## src/rtl/selector_casillas.sv

```systemverilog
// Cursor/selection for the 3x3 gato board: synchronized button edges move the cursor or mark a cell.
// Latency: SYNC_STAGES+1 clk edges from button rise to output change. No backpressure; one action per cycle.
// SELECTOR_WRAP_EN: when defined, cursor moves wrap around the board edges instead of saturating.
module selector_casillas #(
    parameter int SYNC_STAGES = 2,
    parameter int RESET_CELL  = 4
) (
    input  logic       clk,
    input  logic       rst_n,
    input  logic       boton_arriba,
    input  logic       boton_abajo,
    input  logic       boton_izq,
    input  logic       boton_der,
    input  logic       boton_elige,
    input  logic       turno_p1,
    input  logic       nuevo_juego,
    output logic [3:0] p1_mm,
    output logic [3:0] p2_mm,
    output logic [3:0] cuadro,
    output logic       jugada_ok
);
`ifdef SELECTOR_WRAP_EN
    localparam bit WRAP = 1'b1;
`else
    localparam bit WRAP = 1'b0;
`endif
    localparam logic [3:0] RST_CELL = 4'(RESET_CELL);
    localparam logic [3:0] NONE     = 4'hF;

    // Bit order sets priority: lowest index wins.
    localparam int B_ELIGE  = 0;
    localparam int B_ARRIBA = 1;
    localparam int B_ABAJO  = 2;
    localparam int B_IZQ    = 3;
    localparam int B_DER    = 4;

    logic [4:0] btn_raw;
    logic [4:0] sync_q [SYNC_STAGES];
    logic [4:0] prev_q;
    logic [4:0] btn_edge;

    logic [8:0] occ_q, occ_n;
    logic [3:0] cuadro_n, p1_n, p2_n;
    logic       ok_n;

    assign btn_raw  = {boton_der, boton_izq, boton_abajo, boton_arriba, boton_elige};
    assign btn_edge = sync_q[SYNC_STAGES-1] & ~prev_q;

    function automatic logic [1:0] row_of(input logic [3:0] c);
        if (c < 4'd3)      return 2'd0;
        else if (c < 4'd6) return 2'd1;
        else               return 2'd2;
    endfunction

    function automatic logic [1:0] col_of(input logic [3:0] c);
        case (c)
            4'd0, 4'd3, 4'd6: return 2'd0;
            4'd1, 4'd4, 4'd7: return 2'd1;
            default:          return 2'd2;
        endcase
    endfunction

    always_ff @(posedge clk or negedge rst_n) begin
        if (!rst_n) begin
            for (int i = 0; i < SYNC_STAGES; i++) sync_q[i] <= '0;
            prev_q <= '0;
        end else begin
            sync_q[0] <= btn_raw;
            for (int i = 1; i < SYNC_STAGES; i++) sync_q[i] <= sync_q[i-1];
            prev_q <= sync_q[SYNC_STAGES-1];
        end
    end

    always_comb begin
        cuadro_n = cuadro;
        p1_n     = p1_mm;
        p2_n     = p2_mm;
        occ_n    = occ_q;
        ok_n     = 1'b0;
        if (nuevo_juego) begin
            cuadro_n = RST_CELL;
            p1_n     = NONE;
            p2_n     = NONE;
            occ_n    = '0;
        end else if (btn_edge[B_ELIGE]) begin
            // Occupied cell: selection silently ignored.
            if (!occ_q[cuadro]) begin
                occ_n[cuadro] = 1'b1;
                ok_n          = 1'b1;
                if (turno_p1) p1_n = cuadro;
                else          p2_n = cuadro;
            end
        end else if (btn_edge[B_ARRIBA]) begin
            if (row_of(cuadro) != 2'd0) cuadro_n = cuadro - 4'd3;
            else if (WRAP)              cuadro_n = cuadro + 4'd6;
        end else if (btn_edge[B_ABAJO]) begin
            if (row_of(cuadro) != 2'd2) cuadro_n = cuadro + 4'd3;
            else if (WRAP)              cuadro_n = cuadro - 4'd6;
        end else if (btn_edge[B_IZQ]) begin
            if (col_of(cuadro) != 2'd0) cuadro_n = cuadro - 4'd1;
            else if (WRAP)              cuadro_n = cuadro + 4'd2;
        end else if (btn_edge[B_DER]) begin
            if (col_of(cuadro) != 2'd2) cuadro_n = cuadro + 4'd1;
            else if (WRAP)              cuadro_n = cuadro - 4'd2;
        end
    end

    always_ff @(posedge clk or negedge rst_n) begin
        if (!rst_n) begin
            cuadro    <= RST_CELL;
            p1_mm     <= NONE;
            p2_mm     <= NONE;
            occ_q     <= '0;
            jugada_ok <= 1'b0;
        end else begin
            cuadro    <= cuadro_n;
            p1_mm     <= p1_n;
            p2_mm     <= p2_n;
            occ_q     <= occ_n;
            jugada_ok <= ok_n;
        end
    end
endmodule

```

## config.mk

```make
export PLATFORM = sky130hd
export DESIGN_NAME = selector_casillas
export DESIGN_NICKNAME = d
export VERILOG_FILES = /design/src/rtl/selector_casillas.sv
export SDC_FILE = /design/constraint.sdc
export NUM_CORES = 1
export LEC_CHECK = 0
export CORE_MARGIN = 3
export CORE_UTILIZATION = 45
export CTS_BUF_LIST = sky130_fd_sc_hd__clkbuf_4 sky130_fd_sc_hd__clkbuf_8 sky130_fd_sc_hd__clkbuf_16
export DETAILED_ROUTE_END_ITERATION = 6
export PLACE_DENSITY = 0.78
export SLEW_MARGIN = 15
export SYNTH_ARGS = -nofsm -noshare
export SYNTH_HDL_FRONTEND = slang
export SYNTH_SLANG_ARGS = --single-unit
```

## constraint.sdc

```tcl
create_clock -name clk -period 2.8 [get_ports clk]
set_input_delay 0.28 -clock clk [delete_from_list [all_inputs] [get_ports clk]]
set_output_delay 0.28 -clock clk [all_outputs]
set_load 0.05 [all_outputs]
```

==> impl_results.md <==
* Worst hold path type: reg2reg
* Leak Pwr at 0.8418 nW
* Top cells by area, synth: dfrtp_1, dfstp_2, a221o_1
* CP startpoint kind: flip-flop
* Synth Cell Area at 1707 µm²
* Post-DRT Antenna Nets at 0
* Num CTS Buffers at 5
* Via-to-Cell Ratio at 5.817
* Critical path peak fanout at 8
* TritonCTS clock tree: yes
* Post-CTS Setup Inserts at 0
* Syn avg cell area at 11.53 µm²
* GP Congestion at 0.9086
* Fin nets at 184
* Post-place setup slack at 0.3979 ns
* Synthesis-stage register bit count at 37
* Tightest Pin Transition at 0.5086 ns
* Antenna Cells at 0
* Maximum clock rate at 408.9 MHz
* Final period util at 87.35%
* First-pass GRT wire length at 6.037 mm
* DRC at 0
* Internal power at 1.025 mW
* Post-synth top area cell: dfrtp_1
* CTS max path bufs at 2
* Number of buffers added on ports at 21
* Post-CTS Resized at 0
* Die X at 67.59 µm
* Yosys cell types at 44
* Initial cell density of the core at 48.84%
* Row count at 21
* Minimum clock period at 2.446 ns
* Critical path endpoint category: flip-flop
* Sw Share at 39.31%
* Final hold viol count at 0
* Ys async rst share at 100.0%
* Clk pin slew, worst setup/hold paths at 0.07 ns
* Gr usage total at 18.24%
* Dpl hpwl at 2.490 mm
* Critical path data arrival time at 2.63 ns
* Fin Setup TNS at 0 ns
* Final setup margin at 0.3543 ns
* Post-synth EDFFs at 0
* Total number of vias at 1268
* CTS root buf: clkbuf_8
* Max-Cap Viols at 0
* Clock Latency Late Sink at 0.29 ns
* Predominant post-synthesis flop cell: dfrtp_1
* Fillers at 285
* Largest net degree at the start of global routing at 38
* Hold bufs inserted after CTS at 0
* Core ar. at 3495 µm²
* Vias in the first global route at 1217
* Die area at 4568 µm²
* Final slew viol count at 0
* Antenna violations before repair at 0
* Layout cell share with drive strength beyond 1 at 18.60%
* Clk sink count at 37
* P_sw at 664.2 µW
* Most numerous cell in the Yosys netlist: dfrtp_1
* RSZ-0062 raised after global routing: false
* Comb pwr share at 37.3%
* Status: finished clean
* Synth warnings at 0
* Syn nets at 161
* Detailed Routing Iterations Pass 1 at 4
* Synth top area share at 41.06%
* Initial DRC Count at 135
* Synth Instances at 148
* Die Y at 67.59 µm
* # IOs at 22
* CTS H-tree lvls at 2
* Clk pwr share at 21.3%
* Headroom to the max-slew limit at 65.99%
* Endpoints failing setup at 0
* Routed Wire Length at 3.566 mm
* Grt total ovfl at 0
* Area Growth Syn to Fin at 20.16%
* Sequential Power Share at 41.4%
* Critical path type: reg2reg
* Synth cell count leaders: dfrtp_1, nor2_1, dfstp_2
* DR WL/cell at 16.36 µm
* Power density over the cells at 823.9 nW/µm²
* Max IR drop VDD at 0.0004055 V
* Clock Skews at 0.004462 ns
* Sequential area share after synthesis at 54.91%
* CP required at 2.98 ns
* R2R setup slack at 0.35 ns
## cells in the final DEF, fill, tap and decap left out, types with 2 or more instances in the layout
cell type,count
a211oi_1,2
dfstp_2,9
inv_1,4
nor4_1,2
o21ai_0,5
nor3_1,3
clkinv_2,2
dfrtp_1,28
a221o_1,8
a21oi_1,8
buf_4,5
nand2b_1,5
nand2_1,3
clkdlybuf4s50_1,21
nor3_4,2
nor2b_1,5
clkbuf_8,5
nor2_1,18
nand3_1,2
nand2_2,2
ha_1,4
a31oi_1,6
## per-layer routing
| layer | global-route usage, % | part of all wire [%] |
|---|---|---|
| met3 | 4.493 | 6.0 |
| met1 | 26.24 | 46 |
| met2 | 26.25 | 46 |
| met5 | 0 | 0 |
| met4 | 7.342 | 2.1 |
## power groups by stage
| stage | combinational [mW] | clock [mW] | sequential (mW) |
|---|---|---|---|
| after floorplan | 0.380 | 0 | 0.767 |
| after global placement | 0.626 | 0 | 0.703 |
| after detailed placement | 0.627 | 0 | 0.708 |
| after CTS | 0.629 | 0.368 | 0.699 |
| after global routing | 0.682 | 0.391 | 0.714 |
| final | 0.631 | 0.359 | 0.699 |
## metrics by stage
stage	cells	power, mW	hold slack (ns)	util (%)	instance area, µm²
6_report	218	1.690	0.3578	58.68	2051
5_1_grt	218	1.787	0.3691	58.68	2051
4_1_cts	218	1.696	0.3585	58.68	2051
3_5_place_dp	210	1.334	0.3419	56.21	1964
3_3_place_gp	210	1.328	0.3350	56.21	1964
2_1_floorplan	148	1.147	-0.01559	-	1707
## logic make-up after synthesis
| kind of cell | count (synthesis) | share of synthesized area [%] |
|---|---|---|
| xor gates and xnor gates | 1 | 0.5133 |
| adders and majority gates | 4 | 2.933 |
| buffers and inverters | 14 | 3.665 |
| and+or+nand+nor | 50 | 16.94 |
| muxes | 4 | 4.839 |
| AOI/OAI and AO/OA | 38 | 16.20 |
| DFF | 37 | 54.91 |
## layout make-up
| type | instances | area, µm² | area share, % |
|---|---|---|---|
| clock buffer | 5 | 68.82 | 3.356 |
| clock inverter | 3 | 17.52 | 0.8542 |
| inverter | 4 | 15.01 | 0.7322 |
| multi-input combinational | 97 | 706.9 | 34.47 |
| sequential | 37 | 937.1 | 45.70 |
| tap | 46 | 57.56 | 2.807 |
| timing repair buffer | 26 | 247.7 | 12.08 |
## critical path: stages (launching register included)
cell and delay (ns):
dfrtp_1 0.45, inv_1 0.15, ha_1 0.33, nor2_1 0.10, o311a_1 0.29, nor4_1 0.34
a211oi_2 0.12, o311ai_0 0.16, mux2_2 0.38
## state kept, by name, summed over array words and instances (netlist names)
register and cells:
prev_q 5, sync_q 10, p2_mm 4, occ_q 9, p1_mm 4, cuadro 4
jugada_ok 1
## worst paths after layout
path	start	endpoint	depth (start not counted)
hold reg to reg	sync_q[6]$_DFF_PN0_	sync_q[1]$_DFF_PN0_	0
min in group asynchronous	rst_n	prev_q[3]$_DFF_PN0_	2
setup / recovery	cuadro[0]$_DFFE_PN0P_	cuadro[3]$_DFFE_PN0P_	8
max in group asynchronous	rst_n	p1_mm[3]$_DFFE_PN1P_	2
setup reg to reg	cuadro[0]$_DFFE_PN0P_	cuadro[3]$_DFFE_PN0P_	8
hold / removal	sync_q[6]$_DFF_PN0_	sync_q[1]$_DFF_PN0_	0
(Power assumes the default switching activity.)
